==> config.mk <==
export PLATFORM = sky130hd
export DESIGN_NAME = fetch_stage
export DESIGN_NICKNAME = d
export VERILOG_FILES = /design/src/rtl/fetch_stage.sv
export SDC_FILE = /design/constraint.sdc
export NUM_CORES = 1
export LEC_CHECK = 0
export BUFFER_PORTS_ARGS = -buffer_cell sky130_fd_sc_hd__clkbuf_2
export CORE_MARGIN = 2
export CORE_UTILIZATION = 50
export CTS_CLUSTER_SIZE = 12
export DETAILED_ROUTE_END_ITERATION = 8
export HOLD_SLACK_MARGIN = 0.05
export PLACE_DENSITY = 0.88
export SYNTH_ARGS = -nofsm -noshare
export SYNTH_HDL_FRONTEND = slang
export SYNTH_SLANG_ARGS = --single-unit
==> constraint.sdc <==
create_clock -name clk -period 2 [get_ports clk]
set_input_delay 0.1 -clock clk [delete_from_list [all_inputs] [get_ports clk]]
set_output_delay 0.1 -clock clk [all_outputs]
set_load 0.02 [all_outputs]
==> src/rtl/fetch_stage.sv <==
// Instruction fetch stage: PC register, IF/ID pipeline latch and a one-cycle BOOT hold after reset.
// Optional perf counters (fetch_count, flush_count) are built when FETCH_PERF_CNT_EN is defined.
//
// state | meaning
// BOOT  | first cycle after reset; PC held, IF/ID invalid, stall/branch ignored
// RUN   | normal fetch: redirect > stall > advance

module fetch_stage #(
    parameter logic [31:0] RESET_PC = 32'h0000_0000
) (
    input  logic        clk,
    input  logic        reset,
    input  logic        stall,
    input  logic        branch_taken,
    input  logic [31:0] branch_target,
    input  logic [31:0] imem_data,
    output logic [7:0]  imem_addr,
    output logic [31:0] pc_current,
    output logic [31:0] if_id_instr,
    output logic [31:0] if_id_pc_plus_4,
    output logic        if_id_valid
`ifdef FETCH_PERF_CNT_EN
    ,
    output logic [31:0] fetch_count,
    output logic [31:0] flush_count
`endif
);

    typedef enum logic {BOOT, RUN} state_t;

    state_t      state_q, state_d;
    logic [31:0] pc_d;
    logic [31:0] instr_d;
    logic [31:0] pc_plus_4_d;
    logic        valid_d;
    logic [31:0] pc_plus_4;

`ifdef FETCH_PERF_CNT_EN
    logic fetch_inc;
    logic flush_inc;
`endif

    assign pc_plus_4 = pc_current + 32'd4;
    assign imem_addr = pc_current[7:0];

    always_comb begin
        state_d     = state_q;
        pc_d        = pc_current;
        instr_d     = if_id_instr;
        pc_plus_4_d = if_id_pc_plus_4;
        valid_d     = if_id_valid;
`ifdef FETCH_PERF_CNT_EN
        fetch_inc   = 1'b0;
        flush_inc   = 1'b0;
`endif
        case (state_q)
            BOOT: begin
                state_d = RUN;
            end
            RUN: begin
                if (branch_taken) begin
                    // Target is word-aligned; the low two address bits are dropped.
                    pc_d        = branch_target & ~32'h3;
                    instr_d     = 32'h0;
                    pc_plus_4_d = 32'h0;
                    valid_d     = 1'b0;
`ifdef FETCH_PERF_CNT_EN
                    flush_inc   = 1'b1;
`endif
                end else if (!stall) begin
                    pc_d        = pc_plus_4;
                    instr_d     = imem_data;
                    pc_plus_4_d = pc_plus_4;
                    valid_d     = 1'b1;
`ifdef FETCH_PERF_CNT_EN
                    fetch_inc   = 1'b1;
`endif
                end
            end
            default: begin
                state_d = BOOT;
            end
        endcase
    end

    always_ff @(posedge clk or negedge reset) begin
        if (!reset) begin
            state_q         <= BOOT;
            pc_current      <= RESET_PC;
            if_id_instr     <= 32'h0;
            if_id_pc_plus_4 <= 32'h0;
            if_id_valid     <= 1'b0;
        end else begin
            state_q         <= state_d;
            pc_current      <= pc_d;
            if_id_instr     <= instr_d;
            if_id_pc_plus_4 <= pc_plus_4_d;
            if_id_valid     <= valid_d;
        end
    end

`ifdef FETCH_PERF_CNT_EN
    always_ff @(posedge clk or negedge reset) begin
        if (!reset) begin
            fetch_count <= 32'h0;
            flush_count <= 32'h0;
        end else begin
            if (fetch_inc) fetch_count <= fetch_count + 32'd1;
            if (flush_inc) flush_count <= flush_count + 32'd1;
        end
    end
`endif

endmodule

**Yosys cells after proc, flatten, opt, wreduce, memory -nomap -nowiden**

Index checks and enable logic that the tools add are counted.

- Add/sub/neg operators: 1
- Equal/unequal tests: 1
- Mux-type cells: 7
- Reduce and logical (&&, ||, !) cells: 1

Operators with widths:

| operator | number |
|---|---|
| $mux 32 | 5 |
| $add 32x3->32 const B | 1 |
| $mux 1 | 2 |
| $ne 2x1->1 const B | 1 |
| $reduce_and 2->1 | 1 |

- Register bits: 98
- Input bits: 68
- Output and inout port bits: 105
- Word-level logic and storage cells: 15

**Depth between registers and ports, before layout**

- Depth in word-level cells: 3
- Gate-level depth with buffers: 8
- Depth with buffers taken out: 6

**Worst setup path after synthesis**

Ideal clock, no wire load.

- Path type: register to register
- Start: reg pc_current[2]
- End: reg if_id_pc_plus_4[24]
- Setup time: 0.119 ns
- Arrival time: 1.939 ns
- Required time: 1.881 ns
- Path slack: -0.057 ns
- Cell stages (with the launch flop): 7
- Buffers on the path: 0
- Clock period less this slack: 2.057 ns
- Path through: dfrtp_1 ha_1 nand4_1 or2_2 or3_4 xor2_1 o21ai_2

- Cells in the longest elaborated chain, start to end: 3

Ends and longest elaborated chain:

| what | line | RTL |
|---|---|---|
| start, declared | 18 | `output logic [31:0] pc_current,` |
| start signal, assigned | 95 | `pc_current <= pc_d;` |
| $add 32x3->32 | 43 | `assign pc_plus_4 = pc_current + 32'd4;` |
| $mux 32 | 70 | `end else if (!stall) begin` |
| $mux 32 | 61 | `if (branch_taken) begin` |
| end signal, assigned | 97 | `if_id_pc_plus_4 <= pc_plus_4_d;` |
| end, declared | 20 | `output logic [31:0] if_id_pc_plus_4,` |

Every way passes these cells. The select of a mux whose other input is x is not followed.
A chain may end at the register's enable or synchronous reset.

**Worst setup path in the final report**

- Start: reg pc_current[14]
- End: reg if_id_pc_plus_4[22]

Same word-level chain as after synthesis.

==> impl_metrics.py <==
metrics = {
    "clock_network": {
        "cts-root-buf": "clkbuf_8",
        "cts_tree": "done",
        "cts.sinks": 95,
        "path_clk_slew_ns": 0.10,
        "cts_made_buffers": 9,
        "cts.htree.levels": 3,
        "clock_latency_ns": 0.38,
        "cts_buffer_depth": 2,
    },
    "die": {
        "fp.dieW_um": 101,
        "coreArea_um2": 9150,
        "die_area_um2": 10100,
        "die_h_um": 101,
        "row_count": 35,
        "initial_core_util_pct": 51.1,
        "ioPinCount": 173,
    },
    "drt": {
        "wl_per_cell_um": 18.4,
        "dr_total_vias": 4794,
        "avgViaCountPerCell": 5.90,
        "drt-initial-drc-count": 507,
        "first_pass_iters": 6,
        "routed_wl_um": 15000,
        "route.detailed.drc": 0,
        "ant_nets": 0,
    },
    "synth": {
        "synthCells": 465,
        "synth.top_cell.area_share_pct": 50.8,
        "yosysMostFrequentCell": "dfrtp_1",
        "synth_cell_types": 59,
        "synth_top_area_cell": "dfrtp_1",
        "synth_commonest_cells": "dfrtp_1 (95), nand2_1 (52), a22o_1 (37)",
        "postSynthAreaPerCell_um2": 10.1,
        "ys_top_cells_by_area": "dfrtp_1 (51%), a22o_1 (6.9%), nand2_1 (4.2%), o21ai_0 (3.7%), xor2_1 (2.4%)",
        "synth_area_um2": 4680,
        "synthFlopType": "dfrtp_1",
        "synthArstFlopShare_pct": 100,
        "synth_edf_count": 0,
        "synth_warnings": 0,
        "ys_seq_area_share_pct": 50.8,
        "ys_ff_latch": 95,
    },
    "cells_and_area": {
        "final_area_um2": 6500,
        "syn2layout_area_growth_pct": 38.9,
        "n_fill_cell": 655,
        "stdcell_count": 812,
        "fin_nets": 765,
        "drive_gt1_share_pct": 35.0,
        "diodes": 0,
    },
    "grt": {
        "track_usage_pct": 29.3,
        "grt_remaining_overflow": 0,
        "grt_antenna_before_repair": 0,
        "grt_pass1_vias": 4601,
        "grt_max_degree": 72,
        "grt_pass1_wl_um": 23100,
    },
    "setup_path": {
        "crit_path_start_kind": "flop",
        "cp-end-kind": "flop",
        "worst-endpoint-required_ns": 2.29,
        "cp_max_fo": 4,
        "worstSetupPathType": "flop to flop",
        "cp.arrival_ns": 2.20,
    },
    "pwr": {
        "power.switching_w": 0.00185,
        "pwr-share-clk_pct": 25.8,
        "pwr-share-seq_pct": 45.3,
        "internal-power_w": 0.00332,
        "p_comb_share_pct": 28.9,
        "power_density_nw_per_um2": 796,
        "leakage_nw": 3.16,
        "peakVddDrop_uv": 553,
        "p_sw_share_pct": 35.7,
    },
    "timing": {
        "fin_crit_ns": 1.91,
        "maxSlewViolCount": 0,
        "max_slew_margin_pct": 43.3,
        "final_hold_viol_count": 0,
        "tightest_slew_ns": 0.847,
        "fin_tns_setup_ns": 0,
        "fin_hold_ws_ns": 0.0434,
        "fmaxAchievable_ghz": 0.524,
        "setup_slack_ns": 0.0911,
        "finalClockSkew_ns": 0.0181,
        "finalCritPeriodShare_pct": 95.4,
        "rsz0062_at_grt": "false",
        "setup_violations": 0,
    },
    "job": {
        "drv_cap": 0,
    },
    "placement": {
        "placed_cell_area_um2": 5790,
        "port_buffers": 166,
        "dpl_worst_slack_ns": 0.0961,
        "dp.cells": 745,
        "dpl.hpwl_um": 10100,
        "gp_congestion": 0.890,
    },
    "status": {
        "status": "finished, final reports clean",
    },
    "hold_path": {
        "min_path_type": "input port to flop",
    },
}
per-layer routing:
| metal | global-route usage [%] | routed length (um) | vias to the layer above |
|---|---|---|---|
| met5 | 0 | 0 | - |
| met4 | 12.6 | 527 | 0 |
| met3 | 4.02 | 1230 | 52 |
| met1 | 39.0 | 5780 | 2304 |
| met2 | 48.2 | 7430 | 296 |
| li1 | - | - | 2142 |
worst paths after layout:
kind                                startpoint                  end  slack, ns  cells after the start
min                           branch_target[7]        pc_current[7]       0.04                      3
min reg2reg                if_id_pc_plus_4[20]  if_id_pc_plus_4[20]       0.49                      2
max reg2reg                     pc_current[14]  if_id_pc_plus_4[22]       0.09                      5
max                             pc_current[14]  if_id_pc_plus_4[22]       0.09                      5
min in group asynchronous                reset       if_id_instr[5]       0.17                      2
max in group asynchronous                reset       pc_current[12]       1.10                      3
critical path, cell delays in order (launching register included):
cell     delay (ns)
dfrtp_1        0.42
nand4_4        0.14
or4_4          0.60
or3_4          0.39
xor2_1         0.15
o21ai_1        0.13
power by group through the flow:
| stage | Sequential, W | Combinational [W] | Clock, W |
|---|---|---|---|
| after CTS | 0.00233 | 0.00148 | 0.00133 |
| final | 0.00234 | 0.00150 | 0.00133 |
| after global placement | 0.00236 | 0.00136 | 0 |
| after floorplan | 0.00263 | 0.000549 | 0 |
| after global routing | 0.00237 | 0.00160 | 0.00142 |
| after detailed placement | 0.00237 | 0.00140 | 0 |
cell type report:
type	count	area, um2	share of cell area (%)
sequential	95	2380	36.7
timing repair buffer	259	1670	25.7
clock inverter	6	73.8	1.14
multi-input combinational	324	2080	32.0
inverter	7	26.3	0.404
tap	111	139	2.14
clock buffer	10	128	1.96
per-stage QoR:
stage	utilization (%)	power [W]
after detailed placement	63.2	0.00377
after global routing	71.0	0.00538
after CTS	70.9	0.00515
after floorplan	-	0.00318
final	71.0	0.00517
after global placement	63.2	0.00372
timing repair:
| action | CTS | global route |
|---|---|---|
| gates resized for setup | 0 | 2 |
| setup buffers | 0 | 1 |
| endpoints found under the hold margin | 124 | 0 |
| endpoints found under the setup margin | 0 | 10 |
| hold buffers | 50 | 0 |
kinds of logic (layout without fill, tap and decap cells):
kind of cell             Yosys count  in the layout  synth area share [%]
flip-flops                        95             95                  50.8
AND/OR/NAND/NOR                  154            154                  18.3
XOR/XNOR                          25             25                  4.68
AO/OA/AOI/OAI                    136            136                  19.9
other                              2              5                 0.160
multiplexers                       3              3                 0.668
buffers and inverters             49            282                  5.24
adder cells (fa/ha/maj)            1              1                 0.267
state kept, by name, summed over array words and instances (netlist names):
register and count:
if_id_instr 32, state_q 1, pc_current 30, if_id_pc_plus_4 31, if_id_valid 1
cells in the final DEF, fill, tap and decap left out, types with 3 or more instances in the layout:
cell type / n
a211oi_1: 4
a21o_1: 5
a21oi_1: 21
a22o_1: 37
a22oi_1: 5
and2_1: 4
and3_1: 6
and4_1: 3
buf_4: 43
clkbuf_2: 165
clkbuf_8: 9
conb_1: 5
dfrtp_1: 90
dfrtp_2: 5
dlygate4sd3_1: 50
inv_1: 6
nand2_1: 52
nand3_1: 20
nand3b_1: 4
nand4_1: 13
nor2_1: 21
nor2b_1: 3
nor3_1: 7
o211ai_1: 3
o21ai_0: 34
o22ai_1: 7
or4_1: 3
xnor2_1: 12
xor2_1: 13
No activity file was read; power rests on OpenSTA's default activity.
